<file path="config.mk">
export PLATFORM = sky130hd
export DESIGN_NAME = fft_stage_sequencer_flat
export DESIGN_NICKNAME = d
export VERILOG_FILES = /design/src/rtl/fft_stage_sequencer_pkg.sv /design/src/rtl/fft_stage_sequencer_if.sv /design/src/rtl/fft_stage_sequencer_twiddle_gen.sv /design/src/rtl/fft_stage_sequencer.sv /design/src/flat_wrapper.sv
export SDC_FILE = /design/constraint.sdc
export NUM_CORES = 1
export LEC_CHECK = 0
export ABC_AREA = 1
export BUFFER_PORTS_ARGS = -buffer_cell sky130_fd_sc_hd__buf_2
export CORE_ASPECT_RATIO = 0.6
export CORE_MARGIN = 2
export CORE_UTILIZATION = 55
export CTS_CLUSTER_SIZE = 20
export DETAILED_ROUTE_END_ITERATION = 16
export GPL_ROUTABILITY_DRIVEN = 0
export PLACE_DENSITY_LB_ADDON = 0.05
export SYNTH_ARGS = -nofsm -noshare
export SYNTH_HDL_FRONTEND = slang
export SYNTH_SLANG_ARGS = --single-unit
</file>
<file path="constraint.sdc">
create_clock -name clk -period 3.85 [get_ports clk]
set_input_delay 0.77 -clock clk [delete_from_list [all_inputs] [get_ports clk]]
set_output_delay 0.77 -clock clk [all_outputs]
set_load 0.05 [all_outputs]
</file>
<file path="src/rtl/fft_stage_sequencer_pkg.sv">
`default_nettype none
// +----------------------------------------------------------------------+
// | fft_pkg                                                              |
// | Shared types, constants and address helper for the FFT sequencer.    |
// | Rev 1.0                                                              |
// +----------------------------------------------------------------------+
package fft_pkg;

    localparam int FFT_POINTS = 1024;
    localparam int WORDS      = 256;
    localparam int LANES      = 4;

    typedef enum logic [1:0] {
        ST_IDLE  = 2'd0,
        ST_ISSUE = 2'd1,
        ST_DRAIN = 2'd2,
        ST_DONE  = 2'd3
    } state_t;

    // Spread c around a zero at bit 'pos': bits below pos stay, bits above shift up.
    function automatic logic [7:0] insert_zero_bit(input logic [6:0] c, input logic [2:0] pos);
        logic [7:0] ext;
        logic [7:0] mask;
        ext  = {1'b0, c};
        mask = (8'd1 << pos) - 8'd1;
        return ((ext & ~mask) << 1) | (ext & mask);
    endfunction

endpackage
`default_nettype wire

</file>
<file path="src/rtl/fft_stage_sequencer_if.sv">
`default_nettype none
// +----------------------------------------------------------------------+
// | fft_stage_sequencer_if                                               |
// | Control and issue bundle between CSR logic, sequencer and datapath.  |
// | Rev 1.0                                                              |
// +----------------------------------------------------------------------+
interface fft_stage_sequencer_if;
    logic       i_start;
    logic       i_stall;
    logic       o_busy;
    logic       o_done;
    logic [3:0] o_stage;
    logic [7:0] o_addr1;
    logic [7:0] o_addr2;
    logic       o_valid;
    logic [9:0] o_stride;
    logic [8:0] o_twiddle_offset1;
    logic [8:0] o_twiddle_offset2;
    logic [8:0] o_twiddle_offset3;
    logic [8:0] o_twiddle_offset4;

    modport master (
        output i_start, i_stall,
        input  o_busy, o_done, o_stage, o_addr1, o_addr2, o_valid, o_stride,
        input  o_twiddle_offset1, o_twiddle_offset2, o_twiddle_offset3, o_twiddle_offset4
    );

    modport slave (
        input  i_start, i_stall,
        output o_busy, o_done, o_stage, o_addr1, o_addr2, o_valid, o_stride,
        output o_twiddle_offset1, o_twiddle_offset2, o_twiddle_offset3, o_twiddle_offset4
    );
endinterface
`default_nettype wire

</file>
<file path="src/rtl/fft_stage_sequencer_twiddle_gen.sv">
`default_nettype none
// +----------------------------------------------------------------------+
// | fft_twiddle_gen                                                      |
// | Combinational twiddle ROM index for the four butterflies of an issue.|
// | Rev 1.0                                                              |
// +----------------------------------------------------------------------+
module fft_twiddle_gen
    import fft_pkg::*;
(
    input  wire logic [6:0]             c,
    input  wire logic [3:0]             stage,
    output logic      [LANES-1:0][8:0]  offsets
);

    logic [2:0]  w_word_shift;
    logic [7:0]  w_word_mask;
    logic [7:0]  w_c_low;
    logic [1:0]  w_lane;
    logic [16:0] w_scaled;

    // Stride >= 4: t mod stride = 4*(c mod sw) + lane, scaled by 512/stride = 2^stage.
    always_comb begin
        offsets      = '0;
        w_lane       = 2'd0;
        w_scaled     = '0;
        w_word_shift = 3'd7 - stage[2:0];
        w_word_mask  = (stage <= 4'd7) ? ((8'd1 << w_word_shift) - 8'd1) : 8'd0;
        w_c_low      = {1'b0, c} & w_word_mask;
        for (int l = 0; l < LANES; l++) begin
            w_lane   = 2'(l);
            w_scaled = 17'({w_c_low, w_lane}) << stage;
            if (stage <= 4'd7) begin
                offsets[l] = w_scaled[8:0];
            end else if (stage == 4'd8) begin
                offsets[l] = w_lane[0] ? 9'd256 : 9'd0;
            end else begin
                offsets[l] = 9'd0;
            end
        end
    end

endmodule
`default_nettype wire

</file>
<file path="src/rtl/fft_stage_sequencer.sv">
`default_nettype none
// +----------------------------------------------------------------------+
// | fft_stage_sequencer                                                  |
// | Walks all stages of a 1024-point in-place FFT, draining between them.|
// | Rev 1.0                                                              |
// +----------------------------------------------------------------------+
module fft_stage_sequencer
    import fft_pkg::*;
#(
    parameter int NUM_STAGES       = 10,
    parameter int ISSUES_PER_STAGE = 128,
    parameter int PIPE_DELAY       = 5,
    parameter int DRAIN_CYCLES     = PIPE_DELAY + 1
) (
    input  wire logic          clk,
    input  wire logic          rst,
    fft_stage_sequencer_if.slave bus
);

    localparam logic [6:0] c_last_issue = 7'(ISSUES_PER_STAGE - 1);
    localparam logic [3:0] c_last_stage = 4'(NUM_STAGES - 1);
    localparam logic [3:0] c_drain_last = 4'(DRAIN_CYCLES);

    state_t     r_state;
    logic [3:0] r_stage;
    logic [6:0] r_c;
    logic [3:0] r_drain;
    logic       r_busy;
    logic       r_done;
    logic       r_valid;
    logic [7:0] r_addr1;
    logic [7:0] r_addr2;
    logic [9:0] r_stride;
    logic [LANES-1:0][8:0] r_tw;

    logic       w_emit;
    logic [3:0] w_iss_stage;
    logic [6:0] w_iss_c;
    logic [9:0] w_stride;
    logic [7:0] w_addr1;
    logic [7:0] w_addr2;
    logic [LANES-1:0][8:0] w_tw;

    // Outputs are registered, so decode the issue that will be visible next cycle.
    always_comb begin
        w_iss_stage = r_stage;
        w_iss_c     = r_c;
        case (r_state)
            ST_IDLE: begin
                w_iss_stage = 4'd0;
                w_iss_c     = 7'd0;
            end
            ST_DRAIN: begin
                w_iss_stage = r_stage + 4'd1;
                w_iss_c     = 7'd0;
            end
            default: ;
        endcase

        w_emit = ((r_state == ST_IDLE)  && bus.i_start) ||
                 ((r_state == ST_ISSUE) && !bus.i_stall) ||
                 ((r_state == ST_DRAIN) && (r_drain == c_drain_last) && (r_stage != c_last_stage));

        w_stride = 10'd512 >> w_iss_stage;
        if (w_iss_stage >= 4'd8) begin
            w_addr1 = {w_iss_c, 1'b0};
            w_addr2 = {w_iss_c, 1'b1};
        end else begin
            w_addr1 = insert_zero_bit(w_iss_c, 3'(4'd7 - w_iss_stage));
            w_addr2 = w_addr1 + 8'(w_stride >> 2);
        end
    end

    fft_twiddle_gen u_twiddle_gen (
        .c       (w_iss_c),
        .stage   (w_iss_stage),
        .offsets (w_tw)
    );

    always_ff @(posedge clk) begin
        if (rst) begin
            r_state  <= ST_IDLE;
            r_stage  <= 4'd0;
            r_c      <= 7'd0;
            r_drain  <= 4'd0;
            r_busy   <= 1'b0;
            r_done   <= 1'b0;
            r_valid  <= 1'b0;
            r_addr1  <= 8'd0;
            r_addr2  <= 8'd0;
            r_stride <= 10'd0;
            r_tw     <= '0;
        end else begin
            r_valid  <= w_emit;
            r_addr1  <= w_emit ? w_addr1  : 8'd0;
            r_addr2  <= w_emit ? w_addr2  : 8'd0;
            r_stride <= w_emit ? w_stride : 10'd0;
            r_tw     <= w_emit ? w_tw     : '0;
            r_done   <= 1'b0;

            case (r_state)
                ST_IDLE: begin
                    if (bus.i_start) begin
                        r_state <= ST_ISSUE;
                        r_stage <= 4'd0;
                        r_c     <= 7'd1;
                        r_busy  <= 1'b1;
                    end
                end
                ST_ISSUE: begin
                    if (!bus.i_stall) begin
                        if (r_c == c_last_issue) begin
                            r_state <= ST_DRAIN;
                            r_drain <= 4'd0;
                        end else begin
                            r_c <= r_c + 7'd1;
                        end
                    end
                end
                // Stays here from the cycle showing the last issue through the drain window.
                ST_DRAIN: begin
                    if (r_drain == c_drain_last) begin
                        if (r_stage == c_last_stage) begin
                            r_state <= ST_DONE;
                            r_done  <= 1'b1;
                        end else begin
                            r_state <= ST_ISSUE;
                            r_stage <= r_stage + 4'd1;
                            r_c     <= 7'd1;
                        end
                    end else begin
                        r_drain <= r_drain + 4'd1;
                    end
                end
                ST_DONE: begin
                    r_state <= ST_IDLE;
                    r_busy  <= 1'b0;
                end
            endcase
        end
    end

    assign bus.o_busy            = r_busy;
    assign bus.o_done            = r_done;
    assign bus.o_stage           = r_stage;
    assign bus.o_valid           = r_valid;
    assign bus.o_addr1           = r_addr1;
    assign bus.o_addr2           = r_addr2;
    assign bus.o_stride          = r_stride;
    assign bus.o_twiddle_offset1 = r_tw[0];
    assign bus.o_twiddle_offset2 = r_tw[1];
    assign bus.o_twiddle_offset3 = r_tw[2];
    assign bus.o_twiddle_offset4 = r_tw[3];

endmodule
`default_nettype wire

</file>
<file path="src/flat_wrapper.sv">
// flat-port wrapper written by rule: the top's interface ports become plain ports
module fft_stage_sequencer_flat import fft_pkg::*;
#(
    parameter int NUM_STAGES       = 10,
    parameter int ISSUES_PER_STAGE = 128,
    parameter int PIPE_DELAY       = 5,
    parameter int DRAIN_CYCLES     = PIPE_DELAY + 1
)
  (clk, rst, bus_i_start, bus_i_stall, bus_o_busy, bus_o_done, bus_o_stage, bus_o_addr1, bus_o_addr2, bus_o_valid, bus_o_stride, bus_o_twiddle_offset1, bus_o_twiddle_offset2, bus_o_twiddle_offset3, bus_o_twiddle_offset4);
  fft_stage_sequencer_if bus_i ();
  input  wire logic clk;
  input  wire logic rst;
  input wire logic [$bits(bus_i.i_start)-1:0] bus_i_start;
  input wire logic [$bits(bus_i.i_stall)-1:0] bus_i_stall;
  output wire logic [$bits(bus_i.o_busy)-1:0] bus_o_busy;
  output wire logic [$bits(bus_i.o_done)-1:0] bus_o_done;
  output wire logic [$bits(bus_i.o_stage)-1:0] bus_o_stage;
  output wire logic [$bits(bus_i.o_addr1)-1:0] bus_o_addr1;
  output wire logic [$bits(bus_i.o_addr2)-1:0] bus_o_addr2;
  output wire logic [$bits(bus_i.o_valid)-1:0] bus_o_valid;
  output wire logic [$bits(bus_i.o_stride)-1:0] bus_o_stride;
  output wire logic [$bits(bus_i.o_twiddle_offset1)-1:0] bus_o_twiddle_offset1;
  output wire logic [$bits(bus_i.o_twiddle_offset2)-1:0] bus_o_twiddle_offset2;
  output wire logic [$bits(bus_i.o_twiddle_offset3)-1:0] bus_o_twiddle_offset3;
  output wire logic [$bits(bus_i.o_twiddle_offset4)-1:0] bus_o_twiddle_offset4;
  assign bus_i.i_start = bus_i_start;
  assign bus_i.i_stall = bus_i_stall;
  assign bus_o_busy = bus_i.o_busy;
  assign bus_o_done = bus_i.o_done;
  assign bus_o_stage = bus_i.o_stage;
  assign bus_o_addr1 = bus_i.o_addr1;
  assign bus_o_addr2 = bus_i.o_addr2;
  assign bus_o_valid = bus_i.o_valid;
  assign bus_o_stride = bus_i.o_stride;
  assign bus_o_twiddle_offset1 = bus_i.o_twiddle_offset1;
  assign bus_o_twiddle_offset2 = bus_i.o_twiddle_offset2;
  assign bus_o_twiddle_offset3 = bus_i.o_twiddle_offset3;
  assign bus_o_twiddle_offset4 = bus_i.o_twiddle_offset4;
  fft_stage_sequencer #(.NUM_STAGES(NUM_STAGES), .ISSUES_PER_STAGE(ISSUES_PER_STAGE), .PIPE_DELAY(PIPE_DELAY), .DRAIN_CYCLES(DRAIN_CYCLES)) u_core (.clk(clk), .rst(rst), .bus(bus_i));
endmodule
</file>
---- After elaboration in Yosys (flattened, before gate mapping) ----
Cells that the tools add are included.
word-level totals
  logic and storage cells ................. 109
  register bits ........................... 82
  input bits .............................. 4
operators by class
  shift operators ......................... 7
  order comparisons ....................... 2
  eq/ne operators ......................... 15
  multiplexer cells ....................... 31
  reduce and logical (&&, ||, !) cells .... 22
  add/subtract/negate cells ............... 8
  bitwise gates (word level) .............. 9
operator list
  cell                                                count
  two-way mux 7 bit                                   6
  left shift 10 x 4 -> 9 bit                          4
  two-way mux 9 bit                                   3
  two-way mux 4 bit                                   6
  two-way mux 8 bit                                   3
  one-hot mux 4 bit (2 select lines)                  3
  one-hot mux 7 bit (3 select lines)                  1
  bitwise AND 7 x 8 -> 8 bit                          2
  left shift 1 x 3 -> 8 bit, first input constant     2
  subtractor 8 x 1 -> 8 bit, second input constant    2
  inequality test 2 bit, second input constant        7
  AND reduction 4 bit                                 3
  two-way mux 2 bit                                   5
  right shift 10 x 4 -> 10 bit, first input constant  1
  OR reduction 3 bit                                  3
  adder 4 x 1 -> 4 bit, second input constant         2
  adder 8 bit                                         1
  == test 4 bit, second input constant                2
  bitwise OR 8 bit                                    1
  one-hot mux 2 bit (4 select lines)                  1
  adder 7 x 1 -> 7 bit, second input constant         1
  bitwise AND 7 bit                                   1
  == test 7 bit, second input constant                1
  inverter 7 bit                                      1
  other kinds (19)                                    32

---- Longest topological paths before layout ----
  depth after elaboration ................. 10
  mapped depth ............................ 24
  gate-level depth less buffers ........... 24

---- Hierarchy ----
From an unflattened synthesis, not the netlist that was laid out.
second synthesis, totals
  cell total of the unflattened synthesis .. 585
  area, all modules ....................... 4,140.2 µm²
modules (own cells, without submodules)
  module               times used  cells each  area each (µm²)
  fft_stage_sequencer  1           435         3,392.0
  fft_twiddle_gen      1           150         748.2

---- Worst setup path after synthesis ----
Ideal clock, no wire load.
  kind .................................... reg2reg
  start ................................... register u_core.r_stage[0], in the netlist u_core.bus.o_stage[0]
  end ..................................... register u_core.r_addr2[6], in the netlist u_core.bus.o_addr2[6]
  required time ........................... 3.741 ns
  stages on the path, launching flop included .. 20
  path slack .............................. 0.372 ns
  path buffers ............................ 0
  arrival ................................. 3.369 ns
  library setup time ...................... 0.109 ns
  path through ............................ dfxtp_1 > ha_1 > inv_1 > nand3_1 > nand2_2 > nand2_1 > inv_1 > nand2_1 > ha_1 > o21ai_0 > inv_1 > fa_1 > o31ai_1 > nand2_1 > nand2_1 > a21oi_1 > a21oi_1 > o21ai_0 > nand2_1 > inv_1
on the way
  cells in the longest elaborated chain, start to end .. 10
  elaborated cells on any way between the ends .. 18
  classes of those cells .................. add/sub (4); order compare (1); eq/ne (1); shift (2); mux (2); bitwise (5); reduce/logical (3)
ends and longest elaborated chain
  item                                line                           RTL
  start: declaration                  fft_stage_sequencer.sv:25      logic [3:0] r_stage;
  start signal: assignment            fft_stage_sequencer.sv:128     r_stage <= r_stage + 4'd1;
  adder 4 x 1 -> 4 bit                fft_stage_sequencer.sv:54      w_iss_stage = r_stage + 4'd1;
  one-hot mux 4 bit (2 select lines)  fft_stage_sequencer.sv:48      case (r_state)
  subtractor 3 bit                    fft_stage_sequencer.sv:69      w_addr1 = insert_zero_bit(w_iss_c, 3'(4'd7 - w_iss_stage));
  left shift 1 x 3 -> 8 bit           fft_stage_sequencer_pkg.sv:25  mask = (8'd1 << pos) - 8'd1;
  subtractor 8 x 1 -> 8 bit           fft_stage_sequencer_pkg.sv:25
  inverter 7 bit                      fft_stage_sequencer_pkg.sv:26  return ((ext & ~mask) << 1) | (ext & mask);
  bitwise AND 7 bit                   fft_stage_sequencer_pkg.sv:26
  bitwise OR 8 bit                    fft_stage_sequencer_pkg.sv:26
  adder 8 bit                         fft_stage_sequencer.sv:70      w_addr2 = w_addr1 + 8'(w_stride >> 2);
  two-way mux 8 bit                   fft_stage_sequencer.sv:65      if (w_iss_stage >= 4'd8) begin
  end signal: assignment              fft_stage_sequencer.sv:96      r_addr2 <= w_emit ? w_addr2 : 8'd0;
  end: declaration                    fft_stage_sequencer.sv:32      logic [7:0] r_addr2;
Several ways; a longest one is shown, not always the timed one.
A chain may end at the register's enable or synchronous reset.

---- Final worst setup path ----
  start ................................... register u_core.r_stage[1], in the netlist u_core.bus.o_stage[1]
  end ..................................... register u_core.r_addr2[7], in the netlist u_core.bus.o_addr2[7]
The elaborated chain is that of the path after synthesis.

==> impl_metrics.env <==
export IMPL_grtUsageTotal=0.271
export IMPL_fin_nets=575
export IMPL_clock_latency_ns=0.36
export IMPL_ys_seq_area_frac=0.432
export IMPL_drv_slew=0
export IMPL_diodes=0
export IMPL_setup_viol=0
export IMPL_routedWlPerCell_um=14.0
export IMPL_crit_path_end_kind="flip-flop"
export IMPL_drv_cap=0
export IMPL_run_status="finished clean"
export IMPL_power_leakage_nw=2.28
export IMPL_crit_arrival_ns=3.98
export IMPL_die_w_um=108
export IMPL_overflow=0
export IMPL_cts_buffer_depth=2
export IMPL_cts_resized=0
export IMPL_hold_depth=2
export IMPL_async_reset_ff_frac=0
export IMPL_cts_setup_buffers=0
export IMPL_p_per_area_mw_per_mm2=506
export IMPL_placed_cells=630
export IMPL_hold_viol_final=0
export IMPL_netlist_area_leader_share=0.432
export IMPL_min_period_ns=3.70
export IMPL_worstHoldPathType="flip-flop to flip-flop"
export IMPL_synthTopCellsByArea="dfxtp_1, nand2_1, inv_1, nor2_1, ha_1"
export IMPL_drive_above_1_share=0.217
export IMPL_yosysWarningCount=0
export IMPL_final_instance_count_excl_fill=646
export IMPL_synth_edff_count=0
export IMPL_crit_fanout=7
export IMPL_finalCritPeriodShare=0.962
export IMPL_grt_pass1_vias=2964
export IMPL_fmax_ghz=0.270
export IMPL_area_growth_pct=17.1
export IMPL_drt_iter0_markers=320
export IMPL_ys_seq_elements=77
export IMPL_hold_worst_slack_ns=0.513
export IMPL_portBuffers=69
export IMPL_cts_root_buf="clkbuf_8"
export IMPL_cts_buffers=9
export IMPL_route_detailed_drc=0
export IMPL_die_h_um=66.4
export IMPL_cts_tree="yes"
export IMPL_clkTransAtPathRegs_ns=0.09
export IMPL_cp_start_kind="flip-flop"
export IMPL_ir_worst_vdd_uv=301
export IMPL_fillers=565
export IMPL_maxSlewHeadroom=0.546
export IMPL_core_area_mm2=0.00619
export IMPL_worstMarginPinSlew_ns=0.674
export IMPL_finalSetupTns_ns=0
export IMPL_htreeDepth=3
export IMPL_routed_via_density=5.33
export IMPL_grt_max_degree=20
export IMPL_fin_util=0.675
export IMPL_syn_inst=484
export IMPL_crit_required_ns=4.13
export IMPL_synthesis_area_mm2=0.00357
export IMPL_postCtsHoldBufs=0
export IMPL_skew_ns=0.0114
export IMPL_vias=3440
export IMPL_crit_type="flip-flop to flip-flop"
export IMPL_synthFlopType="dfxtp_1"
export IMPL_antenna_found_initial=0
export IMPL_grt_pass1_wl_um=14600
export IMPL_dieArea_mm2=0.00717
export IMPL_avgSynthCellArea_um2=7.37
export IMPL_dpl_hpwl_um=6930
export IMPL_firstDrtPassIters=5
export IMPL_row_count=22
export IMPL_yosysTopAreaCell="dfxtp_1"
export IMPL_ant_nets=0
export IMPL_clkSinkCount=77
export IMPL_ios=73
export IMPL_ys_types=41
export IMPL_wirelength_um=9050
export IMPL_r2r_cells=20
export IMPL_initial_utilization=0.576
## stage by stage
| stage | setup WS (ns) | instance area, um2 | power (mW) |
|---|---|---|---|
| floorplan | 0.372 | 3580 | 1.37 |
| global placement | 0.433 | 3970 | 1.49 |
| detailed placement | 0.300 | 3970 | 1.50 |
| CTS | 0.281 | 4170 | 2.12 |
| global route | -0.0584 | 4180 | 2.22 |
| finish | 0.145 | 4180 | 2.12 |
## critical path: stages (launching register included)
cell and delay [ns]:
dfxtp_1 0.44, inv_1 0.07, ha_1 0.27, inv_1 0.06, nand3_1 0.10, nand2_2 0.17
nand2_1 0.15, inv_1 0.15, nand2_1 0.11, ha_1 0.27, nand2_1 0.16, nand2_1 0.09
a21boi_1 0.19, inv_1 0.07, ha_1 0.33, inv_1 0.08, nor4_1 0.42, a21oi_2 0.15
nand3_1 0.11, nand3_1 0.08, a21oi_1 0.15
## power breakdown
group,internal [mW],switching (mW)
Combinational,0.136,0.478
Sequential,0.844,0.0377
Clock,0.307,0.312
Total,1.29,0.828
## synth_stat cells (2+ instances only)
master and number:
buf_2 2, inv_1 67, xor2_1 2, inv_2 8, o21ai_1 7, ha_1 13, a31oi_1 2, o21ai_0 20
buf_4 6, nor3_1 7, nor3b_1 2, nand2_1 116, nand2_2 7, dfxtp_1 77, o21a_1 2, o21bai_1 3
o211ai_2 2, nor2_4 2, nand2_4 3, nand4_1 6, o22ai_1 2, o31ai_1 3, or2_2 2, clkbuf_1 2
a21oi_1 28, nand3_1 31, nor2_2 5, nor2_1 44
## cell families (layout without fill, tap and decap cells)
family	after synthesis	count (layout)	share of synthesized area
and+or+nand+nor	230	230	0.292
xor gates and xnor gates	2	2	0.00491
adders and majority gates	14	14	0.0512
buffers and inverters	87	163	0.101
other	1	3	0.00105
AOI/OAI and AO/OA	73	73	0.117
DFF	77	77	0.432
## cells in the final DEF, fill, tap and decap left out, types with 3 or more instances in the layout
cell	n
nor3_1	7
nor2_2	5
a21oi_1	27
inv_6	3
nor2_1	44
nand2_4	3
o21bai_1	3
nand2_2	7
buf_2	69
clkbuf_8	9
o21ai_1	8
dfxtp_1	77
nand4_1	6
conb_1	3
nand2_1	116
ha_1	13
inv_2	8
o21ai_0	19
nand3_1	31
inv_1	67
## path summary, 6_finish.rpt
check,end,start,slack [ns]
max,u_core.bus.o_addr2[7]$_SDFF_PP0_,u_core.bus.o_stage[1]$_SDFFE_PP0P_,0.15
min,u_core.bus.o_busy$_SDFFE_PP0P_,u_core.bus.o_busy$_SDFFE_PP0P_,0.51
max reg2reg,u_core.bus.o_addr2[7]$_SDFF_PP0_,u_core.bus.o_stage[1]$_SDFFE_PP0P_,0.15
min reg2reg,u_core.bus.o_busy$_SDFFE_PP0P_,u_core.bus.o_busy$_SDFFE_PP0P_,0.51
## routing by layer
layer / share of wire / vias up / global-route usage
li1: - / 1684 / -
met3: 0.11 / 18 / 0.0877
met2: 0.38 / 189 / 0.359
met4: 0.014 / 0 / 0.0769
met1: 0.50 / 1549 / 0.410
met5: 0 / - / 0
## layout make-up
type | instances | area (um2) | share of cell area
Clock inverter | 7 | 80.1 | 0.0192
Timing Repair Buffer | 71 | 360 | 0.0862
Tap cell | 84 | 105 | 0.0251
Sequential cell | 77 | 1540 | 0.369
Inverter | 76 | 288 | 0.0688
Multi-Input combinational cell | 322 | 1680 | 0.402
Clock buffer | 9 | 124 | 0.0296
## sequential cells by signal, indices dropped and copies added, names as in the netlist, 2 cells and up
name,cells
u_core.bus.o_addr1,8
u_core.bus.o_addr2,8
u_core.bus.o_stride,10
u_core.bus.o_twiddle_offset4,8
u_core.bus.o_twiddle_offset3,8
u_core.bus.o_twiddle_offset2,8
u_core.bus.o_twiddle_offset1,7
u_core.r_c,7
u_core.r_drain,4
u_core.bus.o_stage,4
u_core.r_state,2
Power figures use the tool's default switching activity.
